$ cat src/rtl/eth_phy_10g_link_pkg.sv
// State encodings and helpers shared by the 10G PHY link sequencer and its timer.
package eth_phy_10g_link_pkg;

    typedef enum logic [2:0] {
        ST_DISABLED    = 3'd0,
        ST_RESET       = 3'd1,
        ST_WAIT_LOCK   = 3'd2,
        ST_WAIT_STATUS = 3'd3,
        ST_UP          = 3'd4,
        ST_BACKOFF     = 3'd5,
        ST_FAILED      = 3'd6
    } link_state_e;

    // Backoff exponent: the attempt count, capped so the wait stops growing.
    function automatic int unsigned backoff_shift(input logic [3:0] retries, input int unsigned cap);
        int unsigned r;
        r = 32'(retries);
        return (r > cap) ? cap : r;
    endfunction

endpackage

$ cat src/rtl/eth_phy_10g_link_timer.sv
// Loadable saturating down-counter; expired is high while the count sits at zero.
// Load takes effect on the next edge; a load value of N-1 gives N cycles before expiry.
module eth_phy_10g_link_timer #(
    parameter int CNT_WIDTH = 16
) (
    input  logic                 clk,
    input  logic                 rst_n,
    input  logic                 load,
    input  logic [CNT_WIDTH-1:0] value,
    output logic                 expired
);

    logic [CNT_WIDTH-1:0] count;

    always_ff @(posedge clk) begin
        if (!rst_n) begin
            count <= '0;
        end else if (load) begin
            count <= value;
        end else if (count != '0) begin
            count <= count - 1'b1;
        end
    end

    assign expired = (count == '0);

endmodule

$ cat src/rtl/eth_phy_10g_link_seq.sv
// Link bring-up/recovery sequencer for eth_phy_10g: PHY reset, lock/status waits, backoff, drop filter.
// All outputs registered one cycle behind the state register; no backpressure, inputs sampled every cycle.
module eth_phy_10g_link_seq
    import eth_phy_10g_link_pkg::*;
#(
    parameter int RESET_CYCLES      = 16,
    parameter int LOCK_TIMEOUT      = 1024,
    parameter int STATUS_TIMEOUT    = 4096,
    parameter int BACKOFF_BASE      = 64,
    parameter int MAX_BACKOFF_SHIFT = 4,
    parameter int MAX_RETRIES       = 7,
    parameter int DROP_FILTER       = 4,
    parameter int CNT_WIDTH         = 16
) (
    input  logic        rx_clk,
    input  logic        rx_rst_n,
    input  logic        cfg_enable,
    input  logic        cfg_restart,
    input  logic        rx_block_lock,
    input  logic        rx_status,
    input  logic        rx_high_ber,
    input  logic        serdes_rx_reset_req,
    input  logic [6:0]  rx_error_count,
    output logic        phy_rst,
    output logic        tx_local_fault,
    output logic        link_up,
    output logic [2:0]  link_state,
    output logic [3:0]  retry_count,
    output logic [15:0] down_events,
    output logic [31:0] err_total
);

    localparam int DROP_W = $clog2(DROP_FILTER + 1);
    localparam logic [CNT_WIDTH-1:0] RESET_LOAD  = CNT_WIDTH'(RESET_CYCLES - 1);
    localparam logic [CNT_WIDTH-1:0] LOCK_LOAD   = CNT_WIDTH'(LOCK_TIMEOUT - 1);
    localparam logic [CNT_WIDTH-1:0] STATUS_LOAD = CNT_WIDTH'(STATUS_TIMEOUT - 1);

    link_state_e          state_q, state_d;
    logic [3:0]           retry_q, retry_d, retry_inc;
    logic [DROP_W-1:0]    drop_run;
    logic                 drop_now, drop_evt;
    logic                 go_reset, fail;
    logic                 tmr_load, tmr_expired;
    logic [CNT_WIDTH-1:0] tmr_value, backoff_load;
    logic [32:0]          err_sum;
    logic                 unused_high_ber;

    // High BER only matters through rx_status, which the PHY already drops.
    assign unused_high_ber = rx_high_ber;

    assign retry_inc    = retry_q + 4'd1;
    assign backoff_load = CNT_WIDTH'((BACKOFF_BASE << backoff_shift(retry_inc, MAX_BACKOFF_SHIFT)) - 1);
    assign err_sum      = {1'b0, err_total} + {26'd0, rx_error_count};

    eth_phy_10g_link_timer #(
        .CNT_WIDTH (CNT_WIDTH)
    ) u_timer (
        .clk     (rx_clk),
        .rst_n   (rx_rst_n),
        .load    (tmr_load),
        .value   (tmr_value),
        .expired (tmr_expired)
    );

    always_comb begin
        state_d   = state_q;
        retry_d   = retry_q;
        tmr_load  = 1'b0;
        tmr_value = '0;
        drop_now  = 1'b0;
        go_reset  = 1'b0;
        fail      = 1'b0;
        if (!cfg_enable) begin
            state_d  = ST_DISABLED;
            retry_d  = '0;
            tmr_load = 1'b1;
        end else begin
            case (state_q)
                ST_DISABLED: go_reset = 1'b1;
                ST_RESET: begin
                    if (cfg_restart) begin
                        go_reset = 1'b1;
                    end else if (tmr_expired) begin
                        state_d   = ST_WAIT_LOCK;
                        tmr_load  = 1'b1;
                        tmr_value = LOCK_LOAD;
                    end
                end
                ST_WAIT_LOCK: begin
                    if (cfg_restart) begin
                        go_reset = 1'b1;
                    end else if (serdes_rx_reset_req || tmr_expired) begin
                        fail = 1'b1;
                    end else if (rx_block_lock) begin
                        state_d   = ST_WAIT_STATUS;
                        tmr_load  = 1'b1;
                        tmr_value = STATUS_LOAD;
                    end
                end
                ST_WAIT_STATUS: begin
                    if (cfg_restart) begin
                        go_reset = 1'b1;
                    end else if (serdes_rx_reset_req || tmr_expired || !rx_block_lock) begin
                        fail = 1'b1;
                    end else if (rx_status) begin
                        state_d = ST_UP;
                        retry_d = '0;
                    end
                end
                ST_UP: begin
                    if (cfg_restart) begin
                        go_reset = 1'b1;
                    end else if (serdes_rx_reset_req ||
                                 (!rx_status && drop_run == DROP_W'(DROP_FILTER - 1))) begin
                        drop_now = 1'b1;
                        go_reset = 1'b1;
                    end
                end
                ST_BACKOFF: begin
                    if (cfg_restart || tmr_expired) begin
                        go_reset = 1'b1;
                    end
                end
                ST_FAILED: begin
                    if (cfg_restart) begin
                        go_reset = 1'b1;
                        retry_d  = '0;
                    end
                end
                default: state_d = ST_DISABLED;
            endcase

            if (go_reset) begin
                state_d   = ST_RESET;
                tmr_load  = 1'b1;
                tmr_value = RESET_LOAD;
            end
            if (fail) begin
                retry_d = retry_inc;
                if (retry_inc == 4'(MAX_RETRIES)) begin
                    state_d = ST_FAILED;
                end else begin
                    state_d   = ST_BACKOFF;
                    tmr_load  = 1'b1;
                    tmr_value = backoff_load;
                end
            end
        end
    end

    always_ff @(posedge rx_clk) begin
        if (!rx_rst_n) begin
            state_q  <= ST_DISABLED;
            retry_q  <= '0;
            drop_run <= '0;
            drop_evt <= 1'b0;
        end else begin
            state_q  <= state_d;
            retry_q  <= retry_d;
            drop_evt <= drop_now;
            if (state_q == ST_UP && !rx_status) begin
                drop_run <= drop_run + 1'b1;
            end else begin
                drop_run <= '0;
            end
        end
    end

    // Outputs follow the state register by one cycle so every output comes straight from a flop.
    always_ff @(posedge rx_clk) begin
        if (!rx_rst_n) begin
            phy_rst        <= 1'b1;
            tx_local_fault <= 1'b1;
            link_up        <= 1'b0;
            link_state     <= 3'd0;
            retry_count    <= 4'd0;
            down_events    <= 16'd0;
            err_total      <= 32'd0;
        end else begin
            phy_rst        <= (state_q != ST_WAIT_LOCK) && (state_q != ST_WAIT_STATUS) &&
                              (state_q != ST_UP);
            tx_local_fault <= (state_q != ST_UP);
            link_up        <= (state_q == ST_UP);
            link_state     <= state_q;
            retry_count    <= retry_q;
            if (drop_evt && down_events != 16'hFFFF) begin
                down_events <= down_events + 16'd1;
            end
            if (state_q == ST_UP) begin
                err_total <= err_sum[32] ? 32'hFFFF_FFFF : err_sum[31:0];
            end
        end
    end

endmodule

$ cat config.mk
export PLATFORM = sky130hd
export DESIGN_NAME = eth_phy_10g_link_seq
export DESIGN_NICKNAME = d
export VERILOG_FILES = /design/src/rtl/eth_phy_10g_link_pkg.sv /design/src/rtl/eth_phy_10g_link_timer.sv /design/src/rtl/eth_phy_10g_link_seq.sv
export SDC_FILE = /design/constraint.sdc
export NUM_CORES = 1
export LEC_CHECK = 0
export BUFFER_PORTS_ARGS = -buffer_cell sky130_fd_sc_hd__buf_2
export CAP_MARGIN = 10
export CELL_PAD_IN_SITES_DETAIL_PLACEMENT = 0
export CELL_PAD_IN_SITES_GLOBAL_PLACEMENT = 1
export CORE_MARGIN = 3
export CORE_UTILIZATION = 38
export CTS_CLUSTER_SIZE = 30
export DETAILED_ROUTE_END_ITERATION = 10
export PLACE_DENSITY_LB_ADDON = 0.1
export SETUP_SLACK_MARGIN = 0.2
export SLEW_MARGIN = 30
export SYNTH_ARGS = -nofsm -noshare
export SYNTH_HDL_FRONTEND = slang
export SYNTH_SLANG_ARGS = --single-unit
$ cat constraint.sdc
create_clock -name rx_clk -period 2.4 [get_ports rx_clk]
set_clock_uncertainty 0.1 [all_clocks]
set_input_delay 0.12 -clock rx_clk [delete_from_list [all_inputs] [get_ports rx_clk]]
set_output_delay 0.12 -clock rx_clk [all_outputs]
set_load 0.05 [all_outputs]
Word-level counts from Yosys, hierarchy flattened --
Index checks and enable logic that the tools add are counted.
Storage, ports and cells: register bits 85, latch bits 0, bits in writable memories 0, ROM bits 0, output and inout bits 58, word-level logic and storage cells 125, memories kept 0
Operators by class: add/subtract/negate cells 6, multiply operators 0, div/mod/pow operators 0, $lt $le $gt $ge 1, eq/ne operators 25, shift operators 1, mux-type cells 54, bitwise gates (word level) 3, reductions and logical operators 23
Operator list (count):
- two-way mux 16 bit | 6
- two-way mux 12 bit | 3
- adder 32 x 7 -> 33 bit | 1
- two-way mux 32 bit | 1
- inequality test 4 bit (second input constant) | 8
- two-way mux 3 bit | 10
- two-way mux 4 bit | 6
- one-hot mux 12 bit (2 select lines) | 1
- two-way mux 10 bit | 2
- two-way mux 1 bit | 19
- adder 16 x 1 -> 16 bit (second input constant) | 1
- zero test 16 bit | 1
- inequality test 16 bit (second input constant) | 1
- nonzero test 16 bit | 1
- left shift 7 x 4 -> 16 bit (first input constant) | 1
- subtractor 16 x 1 -> 16 bit (second input constant) | 1
- subtractor 16 x 2 -> 16 bit (second input constant) | 1
- inequality test 3 bit (second input constant) | 5
- one-hot mux 3 bit (4 select lines) | 1
- OR reduction 4 bit | 3
- == test 3 x 2 -> 1 bit (second input constant) | 3
- == test 3 bit (second input constant) | 3
- AND reduction 9 bit | 1
- one-hot mux 4 bit (2 select lines) | 1
- other kinds (19) | 32

Logic depth before layout (Yosys ltp) --
Gate-level depths: netlist (run 1).
word-level depth 12, depth in mapped cells 10

By module --
Synthesis (run 1) repeated with hierarchy kept, for this count alone.
Second synthesis, totals: cells, all modules 576, area total of the unflattened synthesis 4917.2 um2
Modules (own cells, without submodules):
- eth_phy_10g_link_seq | times used 1, cells an instance 460, area an instance 3977.6 um2
- eth_phy_10g_link_timer | times used 1, cells an instance 116, area an instance 939.7 um2

Worst setup path before layout (run 1) --
Ideal clock, no wire load.
path type register -> register, from register err_total[0], to register err_total[30], setup time 74 ps, arrival 2583 ps, path slack -357 ps, cell stages (with the launch flop) 10, path buffers 0, period minus slack after synthesis 2757 ps, cell sequence dfxtp_1 -> ha_1 -> inv_1 -> fa_1 -> nor2b_1 -> o21ai_0 -> a21oi_1 -> o211ai_1 -> or3_1 -> a31oi_1
Between the ends: longest elaborated chain between the ends 2
Ends and longest elaborated chain:
- from (decl) | line eth_phy_10g_link_seq.sv:30 | output logic [31:0] err_total
- from (signal assigned) | line eth_phy_10g_link_seq.sv:190 | err_total <= err_sum[32] ? 32'hFFFF_FFFF : err_sum[31:0];
- adder 32 x 7 -> 33 bit | line eth_phy_10g_link_seq.sv:53 | assign err_sum = {1'b0, err_total} + {26'd0, rx_error_count};
- two-way mux 32 bit | line eth_phy_10g_link_seq.sv:190
No other way between the ends. A chain may end at the register's enable or synchronous reset.

Worst setup path in the final report (run 1) --
from register err_total[0], to register err_total[6]
The elaborated chain is that of the path after synthesis.

==> key figures, run 1 <==
Placed design
  • Dpl cells: 771
  • Post-DP HPWL: 8660 um
  • Placer Congestion: 0.787
  • IO Port Bufs: 71

Route
  • Topmost layer with routed signal wires: met5
  • Routed len/inst: 15.1 um
  • Pre-antenna DRT Iters: 5
  • WL met1: 5840 um
  • Routed met3 length: 413 um
  • Number of DRC markers in iteration 0: 195
  • Via density: 5.35
  • Vias: 4,305
  • Met2 WL: 5710 um
  • WL final: 12,100 um
  • DRC violations left: 0
  • Post-route ant nets: 0

Synth
  • Sequential share of the synthesized area: 37.4%
  • Largest area contributor in the netlist: dfxtp_1
  • Synth Flop Type: dfxtp_1
  • Synth Register Bits: 85
  • Post-Syn Nets: 574
  • Synth cell types: 66
  • Post-synthesis instance area: 0.00455 mm^2
  • Largest cells by area after synthesis: dfxtp_1 (37%), a21oi_1 (5.1%), xor2_1 (4.8%)
  • Ys async rst share: 0%
  • Post-synth EDFFs: 0
  • Syn. warnings: 0
  • Top cell type's share of synthesized area: 37.4%
  • Syn avg cell area: 8.40 um^2
  • Gate Count Post-Synth: 542

Clocking
  • H-tree lvl count: 3
  • CTS Buffer Depth: 2
  • Worst skew pair latency: 0.35 ns
  • Clock root buffer: clkbuf_16
  • Clock Sinks: 85
  • CTS tree: done
  • CTS Buf Count: 9
  • Worst-path clk slew: 0.06 ns

STA
  • Setup Viol. Count Final: 0
  • Fin. Hold Viols: 0
  • RSZ-0062 raised after global routing: yes
  • Pins Over Slew Limit: 0
  • Setup TNS: 0 ns
  • Slew HR: 62.9%
  • Final hold slack: 0.0449 ns
  • Worst slew pin tran: 0.555 ns
  • Achievable Freq: 0.457 GHz
  • Fin crit period: 2.19 ns
  • Fin crit share: 91.2%

Critical path
  • Req. time, crit path: 2.56 ns
  • Crit. End Element: flop
  • Slowest CP cell: o31a_1
  • Worst-path cell chain: ha_4, inv_2, fa_2, nor2b_2, o21ai_2, a21oi_4, nor2_2, o31a_1, o211ai_1
  • Worst path bufs/invs: 1
  • Kind of critical path: flop to flop
  • CP top delay family: compound AO/OA/AOI/OAI gates
  • Kind of start point of the critical path: flop
  • CP max stage delay: 0.40 ns
  • Arrival @ worst endpoint: 2.35 ns
  • CP max FO: 7

Floorplan
  • Initial core utilization: 39.4%
  • Num rows: 39
  • Die area: 0.0133 mm^2
  • Die X: 115 um
  • Core region area: 0.0116 mm^2
  • Die H: 115 um
  • # IOs: 73

Flow run
  • Total of max-cap violations: 0

Power
  • Power Total: 3.60 mW
  • VDD IR max: 0.257 mV
  • Cell Pwr Density: 598 mW/mm^2
  • Leak: 2.52 nW

Layout
  • Most common cell after layout, fill and taps aside: dfxtp_1
  • Most frequent cells in the layout: dfxtp_1 (73), buf_2 (71), buf_4 (50)
  • Nets@finish: 689
  • Antenna Cells: 0
  • Filler cell count: 1,122
  • Final instance count without filler cells: 804
  • Area added between synthesis and finish: 32.3%
  • Ratio of cells with drive above 1 in the final layout: 31.8%

GRT
  • First-pass GRT wire length: 19,700 um
  • Initial antenna violation count: 1
  • Gr usage total: 18.2%
  • Number of global-route vias before repair: 4,108
  • Total congestion overflow: 0
  • Largest net degree at the start of global routing: 26

Min path
  • Hold Path Class: primary input to flop

Outcome
  • Outcome: finished, final reports clean
[metrics by stage]
stage | area [um^2] | utilization (%) | setup slack (ns)
5_1_grt | 6020 | 52.1 | 0.102
3_5_place_dp | 5340 | 46.2 | 0.0327
4_1_cts | 5730 | 49.5 | 0.144
3_3_place_gp | 5340 | 46.2 | 0.0742
2_1_floorplan | 4640 | - | 0.166
6_report | 6020 | 52.1 | 0.210
[cells by family (layout without fill, tap and decap cells)]
kind of cell | count (synthesis) | in the layout | share of synthesized area, %
flip-flops | 85 | 85 | 37.4
multiplexers | 3 | 3 | 0.687
buffers and inverters | 40 | 158 | 3.82
XOR/XNOR | 41 | 41 | 7.88
AND/OR/NAND/NOR | 214 | 214 | 25.1
AO/OA/AOI/OAI | 142 | 143 | 20.3
adder cells (fa/ha/maj) | 17 | 17 | 4.84
[registers in the layout, summed over array words and instances (netlist names)]
register / cells
tx_local_fault: 1
u_timer.count: 16
link_state: 3
err_total: 32
state_q: 3
phy_rst: 1
down_events: 16
retry_count: 4
drop_run: 3
link_up: 1
retry_q: 4
drop_evt: 1
[path summary, 6_finish.rpt]
| kind | startpoint | to | slack, ns | cells past startpoint |
|---|---|---|---|---|
| min reg2reg | drop_run[0] | drop_run[0] | 0.34 | 1 |
| max | err_total[0] | err_total[6] | 0.21 | 9 |
| max reg2reg | err_total[0] | err_total[6] | 0.21 | 9 |
| min | rx_rst_n | phy_rst | 0.04 | 2 |
[layer usage]
metal | vias to the layer above | track usage, %
met2 | 57 | 28.7
met4 | 2 | 6.42
met3 | 15 | 4.07
met1 | 2029 | 24.6
li1 | 2202 | -
met5 | - | 0
[cell type report]
class	instances	area, um^2	area share [%]
Clock buffer	10	229	3.80
Sequential cell	85	1720	28.6
Tap cell	143	179	2.97
Clock inverter	5	60.1	0.997
Multi-Input combinational cell	418	3000	49.8
Inverter	19	71.3	1.18
Timing Repair Buffer	124	763	12.7
[synth_stat cells (all sizes together), types with 4 or more instances]
cell and n:
a21o 9, a21oi 47, a31oi 8, and2 11
and3 9, and4 5, buf 6, clkbuf 15
dfxtp 85, ha 16, inv 19, nand2 36
nand2b 10, nand3 28, nand4 12, nor2 41
nor2b 5, nor3 25, nor3b 4, nor4 7
o211a 4, o211ai 6, o21a 4, o21ai 33
o21bai 4, or3 11, or4 6, xnor2 16
xor2 25
[repair_timing]
action / 4_1_cts / 5_1_grt
pin swaps: 15 / 21
gates resized for setup: 15 / 44
hold buffers: 1 / 0
endpoints found under the hold margin: 3 / 0
buffers inserted: 6 / 10
setup endpoints to repair: 45 / 49
gates cloned: 0 / 1
[report_power, final]
group	internal [mW]	switching (mW)
Sequential	1.45	0.0389
Combinational	0.312	0.426
Clock	0.804	0.572
Total	2.57	1.04
No activity file was read; power rests on OpenSTA's default activity.
==> run 2: changes to the inputs <==
Settings changed: CORE_UTILIZATION 38 to 39, SYNTH_HIERARCHICAL from default to 1.
==> run 2 against run 1 <==
Effect of this change: the run now ends with negative setup slack left; sequential share of layout area down 2.5 points; sequential power down 3%; first-iteration DRC count down 1.0%; synthesized area up 8.0%; final cell count up 10%; critical endpoint is now u_timer/count[4]; highest routed layer is now met4.
==> key figures, run 2 <==
Floorplan
  • Core region area: 0.0122 mm^2
  • Die area: 0.0140 mm^2
  • Initial core utilization: 40.4%
  • Die X: 118 um
  • Die H: 118 um
  • Num rows: 40
  • # IOs: 73

Critical path
  • RR Endpoint: u_timer/count[4]
  • Crit. End Element: flop
  • Worst path bufs/invs: 4
  • Req. time, crit path: 2.53 ns
  • R2R Setup Slk: -0.51 ns
  • Cell mode on critical path: buf_4
  • CP max FO: 4
  • Worst-path cell chain: or4_4, or4_4, nor2_4, buf_4, a21oi_1, o31a_1, buf_4, nand2_1, or2_4, buf_4, inv_1, nand2_1, a21boi_1
  • CP max stage delay: 0.55 ns
  • Kind of critical path: flop to flop
  • Worst reg2reg path startpoint: u_timer/count[10]
  • Arrival @ worst endpoint: 3.05 ns
  • Kind of start point of the critical path: flop
  • Cell count of the worst reg-to-reg path: 13
  • Slowest CP cell: or4_4
  • CP top delay family: simple AND/OR/NAND/NOR gates

Layout
  • Max reg flops: 32
  • Top Registers: err_total (32), down_events (16), u_timer/count (16)
  • Ratio of cells with drive above 1 in the final layout: 35.8%
  • Final instance count without filler cells: 885
  • Final Core Density: 54.1%
  • Most frequent cells in the layout: dfxtp_1 (75), buf_2 (71), buf_4 (68)
  • Seq. cell area: 0.00172 mm^2
  • Area added between synthesis and finish: 33.8%
  • Reg with most FFs: err_total
  • Filler cell count: 1,171
  • Antenna Cells: 0
  • Most common cell after layout, fill and taps aside: dfxtp_1
  • Multi-input gate area: 0.00331 mm^2
  • Nets@finish: 743

Synth
  • Synth Register Bits: 85
  • Post-synth EDFFs: 0
  • Ys async rst share: 0%
  • Gate Count Post-Synth: 576
  • Synth cell types: 81
  • Synth Flop Type: dfxtp_1
  • Most frequent cells after synthesis: dfxtp_1 (85), a21oi_1 (49), nand2_1 (47), nor2_1 (43), xnor2_1 (30)
  • Syn avg cell area: 8.54 um^2
  • Sequential share of the synthesized area: 34.6%
  • Post-synthesis instance area: 0.00492 mm^2
  • Count leader, synth: dfxtp_1
  • Largest area contributor in the netlist: dfxtp_1
  • Largest cells by area after synthesis: dfxtp_1 (35%), xnor2_1 (5.3%), a21oi_1 (5.0%)
  • Syn. warnings: 6
  • Top cell type's share of synthesized area: 34.6%

Clocking
  • CTS tree: done
  • Clock Sinks: 85
  • Worst skew pair latency: 0.35 ns
  • CTS Buffer Depth: 2
  • CTS Buf Count: 9
  • Clock root buffer: clkbuf_16
  • Worst-path clk slew: 0.07 ns
  • H-tree lvl count: 3

Placed design
  • Post-DP HPWL: 9890 um
  • Dpl cells: 858
  • IO Port Bufs: 71
  • Placer Congestion: 0.863

GRT
  • Initial antenna violation count: 0
  • First-pass GRT wire length: 22,500 um
  • Number of global-route vias before repair: 4,465
  • Gr usage total: 19.5%
  • Largest net degree at the start of global routing: 40
  • Total congestion overflow: 0

Power
  • VDD IR max: 0.294 mV
  • Leak: 2.71 nW
  • Cell Pwr Density: 507 mW/mm^2

Min path
  • Endpoint of the worst hold path: drop_evt
  • Hold Path Class: primary input to flop
  • Hold Crit Depth: 2
  • Hold Crit Start: cfg_enable

Route
  • Routed len/inst: 15.6 um
  • WL final: 13,800 um
  • Pre-antenna DRT Iters: 4
  • Post-route ant nets: 0
  • DRC violations left: 0
  • Via density: 5.31
  • Number of DRC markers in iteration 0: 193
  • Vias: 4,703

Outcome
  • Failing checks: negative setup slack
  • Outcome: finished with violations

STA
  • Fin. Hold Viols: 0
  • Worst slew pin tran: 0.502 ns
  • Setup Viol. Count Final: 23
  • Slew HR: 66.5%
  • Achievable Freq: 0.343 GHz
  • Fin crit period: 2.91 ns
  • Final hold slack: 0.0346 ns
  • Fin worst setup slack: -0.514 ns
  • Fin crit share: 121%
  • Pins Over Slew Limit: 0
  • RSZ-0062 raised after global routing: yes

Flow run
  • Total of max-cap violations: 0
[run 2: cells by family (layout without fill, tap and decap cells)]
| family | count (synthesis) | after routing | share of synthesized area [%] |
|---|---|---|---|
| xor gates and xnor gates | 48 | 48 | 8.55 |
| AOI/OAI and AO/OA | 150 | 150 | 22.3 |
| buffers and inverters | 53 | 187 | 4.63 |
| muxes | 3 | 3 | 0.611 |
| adders and majority gates | 16 | 16 | 4.22 |
| other | 1 | 8 | 0.0763 |
| DFF | 85 | 85 | 34.6 |
| and+or+nand+nor | 220 | 220 | 25.0 |
[run 2: final cells by class]
type                       count  area share (%)
multi-input combinational    445            50.3
clock buffer                  10            3.63
sequential                    85            26.1
tap                          168            3.20
inverter                      25            1.62
clock inverter                 6           0.685
timing repair inverter         1           0.133
timing repair buffer         145            14.3
[run 2: power by group]
group	internal, mW	total [mW]	leakage (nW)	switching (mW)
sequential	1.43	1.45	0.692	0.0176
clock	0.738	1.36	0.143	0.618
combinational	0.226	0.531	1.88	0.304
total	2.40	3.34	2.71	0.940
[run 2: layer usage]
layer | wire length (um) | share of wire, % | track usage (%) | vias to the layer above
met1 | 6530 | 47 | 25.8 | 2247
met4 | 183 | 1.3 | 5.71 | 0
met5 | 0 | 0 | 0 | -
li1 | - | - | - | 2355
met3 | 544 | 3.9 | 3.88 | 17
met2 | 6570 | 48 | 32.0 | 84
[run 2: stage by stage]
step | total power, mW | setup TNS, ns | cell area, um^2 | worst slack, ns
3_3_place_gp | 1.96 | -9.45 | 6000 | -0.466
2_1_floorplan | 1.81 | -10.38 | 5100 | -0.598
6_report | 3.34 | -9.75 | 6580 | -0.514
5_1_grt | 3.48 | -12.15 | 6580 | -0.622
3_5_place_dp | 1.96 | -10.26 | 6000 | -0.516
4_1_cts | 3.36 | -9.49 | 6430 | -0.505
[run 2: repair_timing]
item                                   in CTS  in global routing
pin swaps                                   9                 13
hold buffers                                1                  0
resized for setup                          26                 31
buffers inserted                            5                  4
gates cloned                                1                  0
setup endpoints to repair                  48                 52
endpoints found under the hold margin       3                  0
[run 2: worst max path at each step]
stage	from	to	slack, ns	cells after the start
global route	u_timer/count[10]	u_timer/count[6]	-0.62	12
global placement	u_timer/count[10]	u_timer/count[1]	-0.47	12
finish	u_timer/count[10]	u_timer/count[4]	-0.51	13
detailed placement	u_timer/count[10]	u_timer/count[8]	-0.52	12
floorplan	u_timer/count[10]	u_timer/count[0]	-0.60	13
CTS	u_timer/count[10]	u_timer/count[6]	-0.51	12
==> run 3: changes to the inputs <==
Settings changed: CORE_UTILIZATION 39 to 43.
Clock period 2.4 ns to 3.3 ns, I/O delays scaled along.
==> run 3 against run 2 <==
Effect of this change: count of clock-buffer cells in the layout unchanged; critical path depth up 1; the run now ends clean; total power down 29%; final cell count down 8.7%; largest power group unchanged; non-clock buffer count down 48; routed wire length down 7.0%; via count down 5.0%; critical path type unchanged; sequential power down 27%; design area down 9.7%.
==> key figures, run 3 (synthesis gave the netlist of run 2 again) <==
Layout
  • Reg with most FFs: err_total
  • Top Registers: err_total (32), down_events (16), u_timer/count (16)
  • Nets@finish: 694
  • Filler cell count: 1,063
  • Final Core Density: 54.1%
  • Ratio of cells with drive above 1 in the final layout: 25.4%
  • Most frequent cells in the layout: dfxtp_1 (82), buf_2 (71), a21oi_1 (49)
  • Most common cell after layout, fill and taps aside: dfxtp_1
  • Max reg flops: 32
  • Antenna Cells: 0
  • Area added between synthesis and finish: 20.7%

Power
  • Leak: 2.36 nW
  • Pint: 1.72 mW
  • Seq pwr share: 44.7%
  • Power Total: 2.38 mW
  • Sw Share: 27.8%
  • Clk pwr share: 41.4%
  • Cell Pwr Density: 400 mW/mm^2
  • VDD IR max: 0.267 mV
  • Combinational share of power: 13.9%
  • Psw: 0.659 mW

Route
  • Routed met3 length: 531 um
  • Met2 WL: 5800 um
  • Topmost layer with routed signal wires: met4
  • Routed len/inst: 15.9 um
  • Vias: 4,466
  • Pre-antenna DRT Iters: 4
  • WL final: 12,900 um
  • DRC violations left: 0
  • Post-route ant nets: 0
  • WL met1: 6250 um
  • Via density: 5.53
  • Number of DRC markers in iteration 0: 218

GRT
  • Gr usage total: 20.5%
  • Largest net degree at the start of global routing: 35
  • First-pass GRT wire length: 21,400 um
  • Initial antenna violation count: 0
  • Total congestion overflow: 0
  • Number of global-route vias before repair: 4,362

Floorplan
  • # IOs: 73
  • Die X: 113 um
  • Core region area: 0.0110 mm^2
  • Die area: 0.0128 mm^2
  • Die H: 113 um
  • Num rows: 38
  • Initial core utilization: 44.8%

STA
  • Setup TNS: 0 ns
  • Worst slew pin tran: 0.841 ns
  • Achievable Freq: 0.327 GHz
  • Fin crit period: 3.06 ns
  • Setup Viol. Count Final: 0
  • Fin crit share: 92.7%
  • Fin. Hold Viols: 0
  • RSZ-0062 raised after global routing: yes
  • Slew HR: 43.6%
  • Pins Over Slew Limit: 0

Clocking
  • H-tree lvl count: 3
  • CTS tree: done
  • Clock root buffer: clkbuf_16
  • CTS Buf Count: 9
  • Clock Sinks: 85
  • Worst-path clk slew: 0.07 ns
  • CTS Buffer Depth: 2
  • Worst skew pair latency: 0.35 ns

Critical path
  • Crit. End Element: flop
  • Cell count of the worst reg-to-reg path: 14
  • CP max FO: 6
  • Kind of start point of the critical path: flop
  • CP max stage delay: 0.54 ns
  • Cell mode on critical path: nor2_4
  • Worst-path cell chain: inv_2, ha_4, or3b_4, or4_4, nor2_4, buf_12, nor2_4, nand2_4, o2111a_1, o21ai_2, or2_4, a41oi_2, o21ai_1, a31oi_1
  • Kind of critical path: flop to flop
  • Req. time, crit path: 3.48 ns
  • Slowest CP cell: or4_4
  • Arrival @ worst endpoint: 3.24 ns

Outcome
  • Outcome: finished, final reports clean

Placed design
  • Post-DP HPWL: 8870 um
  • IO Port Bufs: 71
  • Placer Congestion: 0.824

Min path
  • Hold Crit Depth: 4
  • Hold Path Class: primary input to flop

Flow run
  • Total of max-cap violations: 0
run 3: cell types whose count changed in the layout (fill, tap and decap cells not counted), sizes merged:
cell and delta:
clkinvlp +2, buf -48, clkinv -3
run 3: metal layers:
layer | up-vias | track usage, %
li1 | 2256 | -
met1 | 2106 | 27.6
met2 | 84 | 32.0
met3 | 20 | 4.17
met4 | 0 | 9.05
met5 | - | 0
run 3: final cells by class:
class / instances / area [um^2] / area share [%]
clock buffer: 10 / 239 / 4.03
clock inverter: 6 / 46.3 / 0.780
inverter: 25 / 106 / 1.79
multi-input combinational: 445 / 3090 / 52.0
sequential: 85 / 1710 / 28.8
tap: 140 / 175 / 2.95
timing repair buffer: 97 / 573 / 9.65
run 3: what timing repair did:
item / in CTS / in global routing
pin swaps: 1 / 10
setup endpoints to repair: 4 / 16
buffers inserted: 1 / 15
gates resized for setup: 2 / 18
hold buffers: 1 / 0
endpoints found under the hold margin: 3 / 0
run 3: power by group through the flow:
| stage | Combinational (mW) | Sequential (mW) | Clock (mW) |
|---|---|---|---|
| floorplan | 0.206 | 1.09 | 0 |
| global placement | 0.272 | 1.08 | 0 |
| detailed placement | 0.274 | 1.08 | 0 |
| CTS | 0.280 | 1.06 | 1.01 |
| global route | 0.365 | 1.06 | 1.05 |
| finish | 0.330 | 1.06 | 0.983 |
run 3: critical path, delay by kind of cell, from the launching register on:
family / cells / cell delay [ns]
DFF: 1 / 0.35
buffers and inverters: 2 / 0.20
AOI/OAI and AO/OA: 5 / 0.70
adders and majority gates: 1 / 0.13
and+or+nand+nor: 6 / 1.50
run 3: metrics by stage:
stage	worst slack, ns	instances	area (um^2)	hold WS [ns]
after floorplan	0.224	583	5000	0.141
after global placement	0.217	775	5450	0.314
after detailed placement	0.159	775	5450	0.326
after CTS	0.200	793	5760	0.0759
after global routing	0.134	808	5940	0.0918
final	0.241	808	5940	0.0786
run 3: worst paths after layout:
kind / from / end / slack (ns)
hold / removal: rx_error_count[0] / err_total[0] / 0.08
hold reg to reg: drop_run[0] / drop_run[0] / 0.33
setup reg to reg: u_timer/count[1] / u_timer/count[6] / 0.24
setup / recovery: u_timer/count[1] / u_timer/count[6] / 0.24
